$ cat src/rtl/opb_register_bank.sv
// OPB slave exposing NUM_REGS byte-writable 32-bit registers to fabric logic.
// Ports: OPB_* bus inputs, Sl_* slave replies, user_data_out/user_wr_stb out.
module opb_register_bank #(
  parameter logic [31:0] C_BASEADDR = 32'h00000000,
  parameter logic [31:0] C_HIGHADDR = 32'h000000FF,
  parameter int          NUM_REGS   = 4,
  parameter logic [31:0] INIT_VAL   = 32'h00000000,
  parameter logic [63:0] PULSE_MASK = 64'h0
) (
  input  logic                     OPB_Clk,
  input  logic                     OPB_Rst,
  input  logic [0:31]              OPB_ABus,
  input  logic [0:3]               OPB_BE,
  input  logic [0:31]              OPB_DBus,
  input  logic                     OPB_RNW,
  input  logic                     OPB_select,
  input  logic                     OPB_seqAddr,
  output logic [0:31]              Sl_DBus,
  output logic                     Sl_errAck,
  output logic                     Sl_retry,
  output logic                     Sl_toutSup,
  output logic                     Sl_xferAck,
  output logic [NUM_REGS*32-1:0]   user_data_out,
  output logic [NUM_REGS-1:0]      user_wr_stb
);

  localparam logic [1:0]  IDLE = 2'd0;
  localparam logic [1:0]  ACK  = 2'd1;
  localparam logic [1:0]  GAP  = 2'd2;
  localparam logic [31:0] SPAN = C_HIGHADDR - C_BASEADDR;

  logic [1:0]  state;
  logic [31:0] regs [NUM_REGS];
  logic [31:0] rdata;
  logic [31:0] addr;
  logic [31:0] wdata;
  logic [3:0]  be;
  logic [32:0] diff;
  logic [31:0] off;
  logic        hit;
  logic        start;
  logic [31:0] rd_word;
  logic [NUM_REGS-1:0] wr_sel;
  logic        unused;

  // MSB-first bus vectors land directly on [31:0] (bus bit k -> bit 31-k);
  // be[3] therefore covers bits 31:24.
  assign addr  = OPB_ABus;
  assign wdata = OPB_DBus;
  assign be    = OPB_BE;

  // 33-bit subtract: bit 32 flags an address below the base.
  assign diff  = {1'b0, addr} - {1'b0, C_BASEADDR};
  assign off   = diff[31:0];
  assign hit   = OPB_select && !diff[32] && (off <= SPAN);
  assign start = (state == IDLE) && hit;

  assign unused = ^{OPB_seqAddr, off[1:0]};

  always_comb begin
    rd_word = '0;
    wr_sel  = '0;
    for (int i = 0; i < NUM_REGS; i++) begin
      if (off[31:2] == 30'(i)) begin
        rd_word   = regs[i];
        wr_sel[i] = start && !OPB_RNW;
      end
    end
  end

  always_ff @(posedge OPB_Clk or posedge OPB_Rst) begin
    if (OPB_Rst) begin
      state <= IDLE;
    end else begin
      unique case (state)
        IDLE:    state <= hit ? ACK : IDLE;
        ACK:     state <= GAP;
        default: state <= IDLE;
      endcase
    end
  end

  // Read data lives only in the ACK cycle so Sl_DBus is zero otherwise.
  always_ff @(posedge OPB_Clk or posedge OPB_Rst) begin
    if (OPB_Rst) begin
      rdata       <= '0;
      user_wr_stb <= '0;
    end else begin
      rdata       <= (start && OPB_RNW) ? rd_word : '0;
      user_wr_stb <= wr_sel;
    end
  end

  // Pulse-mode registers fall back to INIT_VAL on every edge that does
  // not write them, so a written value is visible for the ACK cycle only.
  always_ff @(posedge OPB_Clk or posedge OPB_Rst) begin
    if (OPB_Rst) begin
      for (int i = 0; i < NUM_REGS; i++) regs[i] <= INIT_VAL;
    end else begin
      for (int i = 0; i < NUM_REGS; i++) begin
        if (wr_sel[i]) begin
          for (int b = 0; b < 4; b++) begin
            if (be[b]) regs[i][8*b +: 8] <= wdata[8*b +: 8];
          end
        end else if (PULSE_MASK[i]) begin
          regs[i] <= INIT_VAL;
        end
      end
    end
  end

  for (genvar g = 0; g < NUM_REGS; g++) begin : g_out
    assign user_data_out[32*g +: 32] = regs[g];
  end

  assign Sl_DBus    = rdata;
  assign Sl_xferAck = (state == ACK);
  assign Sl_errAck  = 1'b0;
  assign Sl_retry   = 1'b0;
  assign Sl_toutSup = 1'b0;

endmodule

$ cat config.mk
export PLATFORM = sky130hd
export DESIGN_NAME = opb_register_bank
export DESIGN_NICKNAME = d
export VERILOG_FILES = /design/src/rtl/opb_register_bank.sv
export SDC_FILE = /design/constraint.sdc
export NUM_CORES = 1
export LEC_CHECK = 0
export BUFFER_PORTS_ARGS = -buffer_cell sky130_fd_sc_hd__buf_2
export CORE_UTILIZATION = 35
export DETAILED_ROUTE_END_ITERATION = 10
export SYNTH_ARGS = -nofsm -noshare
export SYNTH_HDL_FRONTEND = slang
export SYNTH_SLANG_ARGS = --single-unit
$ cat constraint.sdc
create_clock -name OPB_Clk -period 6.3 [get_ports OPB_Clk]
set_clock_uncertainty 0.2 [all_clocks]
set_input_delay 1.26 -clock OPB_Clk [delete_from_list [all_inputs] [get_ports OPB_Clk]]
set_output_delay 1.26 -clock OPB_Clk [all_outputs]
set_load 0.005 [all_outputs]
Word level (Yosys, flattened, before mapping) --
Index checks and enable logic that the tools add are counted.
Operators by class: multiply operators 0, equality and inequality tests 4, div/mod/pow operators 0, muxes and demuxes 11, reduce and logical (&&, ||, !) cells 23, $lt $le $gt $ge 1, shift-type cells 0, bitwise gates (word level) 0, $add $sub $neg 0
Operators by type and width (number):
- $mux W32 | 5
- $eq A30 B2 Y1 const B | 2
- $le A32 B8 Y1 const B | 1
- $reduce_and A2 Y1 | 16
- $eq A30 B1 Y1 const B | 1
- $logic_not A30 Y1 | 1
- $mux W1 | 5
- $logic_and A1 B1 Y1 | 4
- $pmux W2 S2 | 1
- $eq A2 B1 Y1 const B | 1
- $logic_not A2 Y1 | 1
- $logic_not A1 Y1 | 1
Storage, ports and cells: RAM bits 0, output and inout bits 168, register bits after elaboration 166, bits of input ports 73, latch bits 0, memories 0, bits in read-only memories 0, word-level logic and storage cells 58

Longest topological paths before layout --
Gate-level depths: netlist of run 1.
word-level depth 6, depth in mapped cells 6, mapped depth without buffers 4

Worst setup path after synthesis of run 1 --
No wires, ideal clock.
kind in2reg, start input OPB_ABus[24] in the netlist's numbering, end register regs, in the netlist user_data_out[104], arrival time 2931 ps, library setup time 125 ps, slack 3044 ps, path buffers 0, data required time 5975 ps, stages 4, cell sequence nor4_4 nand4_4 nor4_4 mux2_4
On the way: cells in the longest elaborated chain, start to end 6, elaborated cells on any way between the ends 7, classes of those cells order compare: 1; eq/ne: 1; mux: 1; reduce/logical: 4
Ends and longest elaborated chain:
- from (decl) | RTL line 12 | input logic [0:31] OPB_ABus,
- $le A32 B8 Y1 | RTL line 55 | assign hit = OPB_select && !diff[32] && (off <= SPAN);
- $logic_and A1 B1 Y1 | RTL line 55
- $logic_and A1 B1 Y1 | RTL line 56 | assign start = (state == IDLE) && hit;
- $logic_and A1 B1 Y1 | RTL line 66 | wr_sel[i] = start && !OPB_RNW;
- $mux W1 (*) | RTL line 64 | if (off[31:2] == 30'(i)) begin
- $reduce_and A2 Y1 (no source line) (*)
- to (signal, indexed assignment) | RTL line 103 | if (be[b]) regs[i][8*b +: 8] <= wdata[8*b +: 8];
- to (decl) | RTL line 33 | logic [31:0] regs [NUM_REGS];
Mark *: on every way between the ends. The rest lies on a longest branch, timed or not. A chain may end at the register's enable or synchronous reset.

Worst setup path after layout of run 1 --
start input OPB_ABus[29] in the netlist's numbering, end register regs, in the netlist user_data_out[105]
Same word-level chain as after synthesis.

==> results by group, run 1 <==
Synthesis
  – Area leader, netlist: dfrtp_1
  – Post-synth top area share: 56.5%
  – Yosys reg bits: 166
  – Synth cell types: 30
  – Post-Synthesis Cells: 519
  – Synth top area cells: dfrtp_1 56%, mux2_2 23%, nor4_4 5.2%, nor3_1 4.5%, o22ai_1 2.7%
  – Avg Cell Area, Syn: 14.2 um2
  – Synthesized area: 7350 um2
  – Sequential fraction of the synthesis area: 56.5%
  – Synth Warn #: 0

Clock tree
  – CTS sink count: 166
  – CTS root buf: clkbuf_16
  – Htree depth: 4
  – Clk slew on worst S/H paths: 70 ps
  – Clock latency on the worst-skew pair: 420 ps
  – Post-CTS Setup Repair Bufs: 0
  – CTS Buffer Depth: 2
  – Post-CTS resize count: 0
  – CTS tree: built
  – Hold Buf Count CTS: 0
  – Num CTS Buffers: 17

Worst setup path
  – Worst setup path class: in2reg
  – CP required: 6410 ps
  – CP endpoint kind: register
  – Worst path arrival time: 4160 ps
  – Setup crit start kind: input pin
  – CP Max Fanout: 36

Floorplanning
  – Initial core utilization: 36.0%
  – Die ar.: 21600 um2
  – Core region area: 20400 um2
  – Die Y: 147 um
  – # rows: 52
  – Io pins: 241
  – Die W: 147 um

Final layout
  – Fin util: 46.1%
  – N_diodes: 0
  – Filler cell count: 1915
  – Area grow syn2layout: 28.1%
  – Final Net Count: 823
  – Layout cells sized above 1: 59.5%
  – Most frequent cells in the layout: 234 x buf_2, 166 x dfrtp_1, 148 x mux2_2
  – Commonest non-fill, non-tap cell in the layout: buf_2

Routing
  – DR top layer: met4
  – Vias: 5300
  – DRT Pass-1 Iters: 4
  – Total wire length: 20600 um
  – Detail Route met3 WL: 1090 um
  – Wire length on met2: 10200 um
  – Via density: 5.13
  – 1st-iter DRT viols: 174
  – Met1 Wirelength: 9020 um
  – Wirelength per Cell: 20.0 um
  – Antenna-violating nets left: 0
  – Remaining DRCs: 0

STA
  – Final period util: 64.2%
  – Max-slew violations: 0
  – Tmin final: 4050 ps
  – Max Fclk: 247 MHz
  – Slew @ Worst Pin: 981 ps
  – Sum Neg Setup Slack: 0 ps
  – RSZ-0062 raised after global routing: false
  – Setup violators final: 0
  – Relative slew margins: 34.5%
  – Final hold vios: 0

Run
  – Maxcap violations: 0

GRT
  – Initial antenna violation count: 0
  – Number of global-route vias before repair: 5559
  – Largest net degree at the start of global routing: 86
  – First-pass GRT wire length: 32500 um
  – Total gr overflow: 0
  – Global-route usage over all layers: 19.9%

Power and ir drop
  – Int Power: 1.73 mW
  – Max IR drop VDD: 0.176 mV
  – Net switching fraction of the power: 23.5%
  – Power Density: 240 nW/um2
  – Static Leak: 5.10 nW
  – Combinational share of power: 4.4%
  – Clk network pwr share: 48.5%
  – Flop pwr share: 47.1%
  – Net switching power: 532 uW

Place
  – HPWL after detailed placement: 13500 um
  – Gpl congestion: 0.739
  – IO Port Bufs: 234

Worst hold path
  – Hold crit path type: reg2reg

Outcome
  – Status: finished clean
==> metal layers <==
| layer | up-vias | global-route usage, % |
|---|---|---|
| met5 | - | 0 |
| met4 | 0 | 6.44 |
| met3 | 19 | 4.35 |
| met2 | 170 | 33.5 |
| met1 | 2701 | 25.5 |
| li1 | 2410 | - |
==> cell usage after synthesis <==
| master | number |
|---|---|
| nand2b_1 | 5 |
| nor2_1 | 7 |
| nor3b_1 | 1 |
| nand3b_1 | 1 |
| o22ai_1 | 32 |
| nor4b_1 | 1 |
| mux2_1 | 4 |
| mux2_4 | 8 |
| nand4_2 | 1 |
| nor3_1 | 66 |
| nor4_1 | 3 |
| and4_1 | 3 |
| dfrtp_1 | 166 |
| nor2b_1 | 2 |
| nand2_1 | 2 |
| clkbuf_1 | 22 |
| or2_2 | 1 |
| nand3_4 | 1 |
| buf_1 | 3 |
| nand4_4 | 2 |
| buf_4 | 3 |
| nand4_1 | 6 |
| mux2_2 | 148 |
| inv_1 | 3 |
| buf_2 | 1 |
| nand3_1 | 3 |
| conb_1 | 1 |
| and3_1 | 1 |
| nand4b_1 | 4 |
| nor4_4 | 18 |
==> kinds of logic after synthesis <==
| family | count (synthesis) | synth area share, % |
|---|---|---|
| DFF | 166 | 56.5 |
| muxes | 160 | 24.9 |
| and+or+nand+nor | 128 | 14.0 |
| AOI/OAI and AO/OA | 32 | 2.72 |
| buffers and inverters | 32 | 1.80 |
| other | 1 | 0.0510 |
==> flip-flops by register name, summed over array words and instances, names as in the netlist <==
| signal | cells |
|---|---|
| user_data_out | 128 |
| Sl_DBus | 32 |
| user_wr_stb | 4 |
| state | 2 |
==> layout make-up <==
| type | instances | area [um2] | area share (%) |
|---|---|---|---|
| clock inverters | 15 | 191 | 2.03 |
| multi-input cells | 323 | 3090 | 32.8 |
| inverters | 3 | 16.3 | 0.173 |
| flip-flops and latches | 166 | 4150 | 44.1 |
| well taps | 270 | 338 | 3.59 |
| clock buffers | 17 | 425 | 4.52 |
| repair buffers | 239 | 1210 | 12.8 |
==> power groups by stage <==
stage	Combinational, mW	Sequential (mW)	Clock (mW)
after CTS	0.102	1.07	1.13
after global placement	0.101	1.09	0
after detailed placement	0.102	1.09	0
after floorplan	0.0494	1.09	0
after global routing	0.112	1.06	1.17
final	0.0991	1.07	1.10
==> worst paths after layout <==
path	start	to	slack [ps]	cells past startpoint
max	OPB_ABus[29]	user_data_out[105]	2250	4
min	state[1]	state[1]	270	1
max reg2reg	state[1]	user_data_out[17]	3540	4
min reg2reg	state[1]	state[1]	270	1
max in group asynchronous	OPB_Rst	user_data_out[84]	3770	3
min in group asynchronous	OPB_Rst	user_data_out[2]	770	2
==> worst max-delay path, stage by stage <==
cell and delay (ps):
buf_2 730, nand3_4 760, nor4_4 1030, mux2_4 350
==> through the flow <==
stage,worst slack (ps),cells,hold WS [ps],power [mW],area (um2)
2_1_floorplan,350,521,255,1.14,7360
3_3_place_gp,1800,1001,257,1.19,8800
3_5_place_dp,1810,1001,260,1.19,8800
5_1_grt,2150,1033,311,2.35,9420
6_report,2250,1033,269,2.26,9420
4_1_cts,2270,1033,271,2.29,9420
(Power assumes the default switching activity.)
==> run 2, diff against run 1 <==
==> constraint.sdc (replaced) <==
create_clock -name OPB_Clk -period 3.5 [get_ports OPB_Clk]
set_clock_uncertainty 0.2 [all_clocks]
set_input_delay 0.7 -clock OPB_Clk [delete_from_list [all_inputs] [get_ports OPB_Clk]]
set_output_delay 0.7 -clock OPB_Clk [all_outputs]
set_load 0.005 [all_outputs]
==> results by group, run 2 (synthesized netlist as in run 1, its figures left out) <==
Floorplanning
  – Initial core utilization: 36.0%
  – Die ar.: 21600 um2
  – # rows: 52
  – Core region area: 20400 um2
  – Die Y: 147 um
  – Die W: 147 um
  – Io pins: 241

Routing
  – Remaining DRCs: 0
  – DRT Pass-1 Iters: 4
  – 1st-iter DRT viols: 130
  – Antenna-violating nets left: 0
  – Total wire length: 21200 um
  – Via density: 5.09
  – Vias: 5406
  – Wirelength per Cell: 20.0 um

Clock tree
  – Post-CTS resize count: 0
  – Htree depth: 4
  – Hold Buf Count CTS: 0
  – Post-CTS Setup Repair Bufs: 0
  – CTS root buf: clkbuf_16
  – Clock latency on the worst-skew pair: 420 ps
  – CTS Buffer Depth: 2
  – Clk slew on worst S/H paths: 70 ps
  – Num CTS Buffers: 17
  – CTS sink count: 166
  – CTS tree: built

Worst setup path
  – Reg2reg setup slack: 1050 ps
  – CP Max Fanout: 8
  – CP required: 3600 ps
  – Reg2reg start: state[1]
  – Worst R2R End: user_data_out[18]
  – Setup crit start kind: input pin
  – FF-to-FF path depth: 5
  – Worst path arrival time: 2680 ps
  – CP endpoint kind: register
  – Worst setup path class: in2reg

Final layout
  – FF+latch area: 4150 um2
  – Footprint of the multi-input gates: 3090 um2
  – Layout cells sized above 1: 60.9%
  – Most frequent cells in the layout: 234 x buf_2, 166 x dfrtp_1, 148 x mux2_2
  – Final Net Count: 851
  – Filler cell count: 1907
  – Max reg flops: 128
  – Area grow syn2layout: 31.3%
  – Commonest non-fill, non-tap cell in the layout: buf_2

STA
  – Final hold vios: 0
  – Max-slew violations: 0
  – Sum Neg Setup Slack: 0 ps
  – Final period util: 73.6%
  – Relative slew margins: 48.8%
  – Slew @ Worst Pin: 766 ps
  – Hold_ws: 214 ps
  – Tmin final: 2580 ps
  – Max Fclk: 388 MHz
  – Setup violators final: 0
  – RSZ-0062 raised after global routing: false

GRT
  – First-pass GRT wire length: 32900 um
  – Number of global-route vias before repair: 5504
  – Largest net degree at the start of global routing: 64
  – Total gr overflow: 0
  – Global-route usage over all layers: 20.2%
  – Initial antenna violation count: 1

Place
  – IO Port Bufs: 234
  – Gpl congestion: 0.765
  – HPWL after detailed placement: 14900 um

Power and ir drop
  – Static Leak: 5.23 nW
  – Max IR drop VDD: 0.248 mV
  – Power Density: 423 nW/um2

Run
  – Maxcap violations: 0

Worst hold path
  – Hold crit path type: in2async

Outcome
  – Status: finished clean
==> run 2: power by group <==
| group | internal, mW | switching [mW] | total (mW) |
|---|---|---|---|
| clock | 1.14 | 0.834 | 1.98 |
| combinational | 0.0610 | 0.129 | 0.190 |
| sequential | 1.92 | 0.00000000358 | 1.92 |
| total | 3.12 | 0.963 | 4.08 |
==> run 2: worst max-delay path by stage <==
| stage | from | to | slack, ps | cells past startpoint |
|---|---|---|---|---|
| final | OPB_ABus[4] | user_data_out[18] | 920 | 6 |
| after global placement | OPB_ABus[4] | user_data_out[18] | 450 | 6 |
| after floorplan | OPB_Rst | Sl_DBus[0] | 490 | 1 |
| after CTS | OPB_ABus[4] | user_data_out[18] | 890 | 6 |
| after detailed placement | OPB_ABus[4] | user_data_out[18] | 450 | 6 |
| after global routing | OPB_ABus[4] | user_data_out[9] | 790 | 6 |
==> run 2: worst max-delay path, stage by stage <==
cell	delay [ps]
buf_2	110
nor4_4	460
nand4_2	420
nor4_4	380
buf_4	240
mux2_2	350
==> run 2: cell type report <==
class                           instances  share of cell area (%)
Tap cell                              270                    3.50
Multi-Input combinational cell        323                    32.0
Antenna cell                            1                  0.0259
Sequential cell                       166                    43.0
Timing Repair Buffer                  267                    15.0
Clock inverter                         15                    1.98
Inverter                                3                   0.155
Clock buffer                           17                    4.40
==> run 2: metal layers <==
layer	wire [um]	track usage, %
met5	0	0
met4	187	4.85
met3	1430	4.75
met2	10300	33.5
met1	9330	26.7
==> run 2: per-stage QoR <==
| stage | setup WS (ps) | instance area, um2 | utilization (%) | instances | power, mW |
|---|---|---|---|---|---|
| finish | 924 | 9660 | 47.3 | 1062 | 4.08 |
| global route | 789 | 9660 | 47.3 | 1061 | 4.23 |
| CTS | 892 | 9660 | 47.3 | 1061 | 4.13 |
| detailed placement | 451 | 9040 | 44.2 | 1029 | 2.15 |
| global placement | 448 | 9040 | 44.2 | 1029 | 2.15 |
| floorplan | 487 | 7370 | - | 521 | 2.04 |
==> run 3, diff against run 2 <==
==> constraint.sdc (replaced) <==
create_clock -name OPB_Clk -period 2.5 [get_ports OPB_Clk]
set_clock_uncertainty 0.2 [all_clocks]
set_input_delay 0.5 -clock OPB_Clk [delete_from_list [all_inputs] [get_ports OPB_Clk]]
set_output_delay 0.5 -clock OPB_Clk [all_outputs]
set_load 0.005 [all_outputs]
==> results by group, run 3 (synthesized netlist as in run 1, its figures left out) <==
Outcome
  – Status: finished clean

Run
  – Maxcap violations: 0

GRT
  – First-pass GRT wire length: 33300 um
  – Initial antenna violation count: 1
  – Largest net degree at the start of global routing: 83
  – Number of global-route vias before repair: 5609
  – Total gr overflow: 0
  – Global-route usage over all layers: 20.2%

Place
  – Gpl congestion: 0.797
  – IO Port Bufs: 234
  – HPWL after detailed placement: 14900 um
  – Placed cell area: 9380 um2
  – Place WS: -91.1 ps

Worst setup path
  – Reg2reg start: state[1]
  – Reg2reg setup slack: 220 ps
  – Setup crit start kind: register
  – CP endpoint kind: register
  – Worst setup path class: reg2reg
  – CP Max Fanout: 8
  – Worst R2R End: user_data_out[9]
  – CP required: 2600 ps
  – Crit path from: state[1]
  – Worst path arrival time: 2390 ps
  – FF-to-FF path depth: 7
  – Worst setup endpoint: user_data_out[9]

Power and ir drop
  – Clk network pwr share: 49.3%
  – Power Density: 582 nW/um2
  – Pwr Total: 5.85 mW
  – Static Leak: 5.42 nW
  – Flop pwr share: 45.9%
  – Net switching power: 1.36 mW
  – Combinational share of power: 4.8%
  – Net switching fraction of the power: 23.3%
  – Max IR drop VDD: 0.444 mV
  – Int Power: 4.49 mW

Clock tree
  – Clock latency on the worst-skew pair: 420 ps
  – Num CTS Buffers: 17
  – Post-CTS Setup Repair Bufs: 0
  – Htree depth: 4
  – CTS root buf: clkbuf_16
  – CTS sink count: 166
  – Post-CTS resize count: 0
  – Hold Buf Count CTS: 1
  – CTS tree: built
  – CTS Buffer Depth: 2
  – Clk slew on worst S/H paths: 70 ps

STA
  – Final period util: 91.4%
  – RSZ-0062 raised after global routing: false
  – Tmin final: 2280 ps
  – Setup violators final: 0
  – Sum Neg Setup Slack: 0 ps
  – Max Fclk: 438 MHz
  – Final hold vios: 0
  – Max-slew violations: 0
  – Fin worst setup slack: 215 ps

Floorplanning
  – Die ar.: 21600 um2
  – Die W: 147 um
  – Core region area: 20400 um2
  – Initial core utilization: 36.0%
  – # rows: 52
  – Die Y: 147 um
  – Io pins: 241

Worst hold path
  – Hold crit path type: in2reg

Final layout
  – Footprint of the multi-input gates: 3090 um2
  – Area grow syn2layout: 36.5%
  – Max reg flops: 128
  – FF+latch area: 4150 um2
  – Layout cells sized above 1: 62.0%
  – Final Net Count: 876
  – Design area: 10000 um2
  – Fin util: 49.2%
  – Commonest non-fill, non-tap cell in the layout: buf_2
  – Most frequent cells in the layout: 234 x buf_2, 166 x dfrtp_1, 148 x mux2_2
  – Filler cell count: 1838

Routing
  – Remaining DRCs: 0
  – Antenna-violating nets left: 0
  – 1st-iter DRT viols: 162
  – Via density: 5.05
  – Total wire length: 21100 um
  – Wirelength per Cell: 19.4 um
  – Vias: 5502
  – DRT Pass-1 Iters: 4
-- run 3: how the worst min path moves through the flow --
stage / start / end / slack (ps) / cells after the start
after global placement: OPB_Rst / Sl_DBus[27] / 240 / 2
final: OPB_DBus[26] / user_data_out[5] / 140 / 2
after CTS: OPB_DBus[15] / user_data_out[80] / 120 / 2
after floorplan: state[1] / state[1] / 250 / 1
after global routing: OPB_DBus[7] / user_data_out[56] / 140 / 2
after detailed placement: OPB_Rst / Sl_DBus[27] / 240 / 2
-- run 3: layout make-up --
class | instances | share of cell area (%)
inverter | 3 | 0.150
clock buffer | 17 | 4.24
tap | 270 | 3.36
multi-input combinational | 323 | 30.8
timing repair buffer | 292 | 17.9
sequential | 166 | 41.4
antenna | 3 | 0.0748
clock inverter | 15 | 2.17
-- run 3: power groups by stage --
stage,registers [mW],clock network [mW],logic [mW]
floorplan,2.74,0,0.125
global placement,2.74,0,0.281
detailed placement,2.74,0,0.282
CTS,2.68,2.95,0.284
global route,2.68,3.06,0.310
finish,2.68,2.88,0.280
-- run 3: worst max-delay path, cell delays in order, from the launching register on --
cell and delay, ps:
dfrtp_1 400, nor4_1 240, buf_4 160, nand4_2 130
buf_12 170, nor4_4 350, buf_12 180, mux2_2 340
-- run 3: metal layers --
layer  wire, um  vias to the layer above  global-route usage [%]
met5          0                        -                       0
met3       1410                        7                    5.22
met2      10300                      191                    33.7
li1           -                     2527                       -
met4        106                        0                    4.48
met1       9280                     2777                    26.4
-- run 3: metrics by stage --
step / hold slack (ps) / cells
final: 144 / 1089
after global routing: 140 / 1086
after CTS: 122 / 1086
after detailed placement: 238 / 1053
after global placement: 238 / 1053
after floorplan: 255 / 521
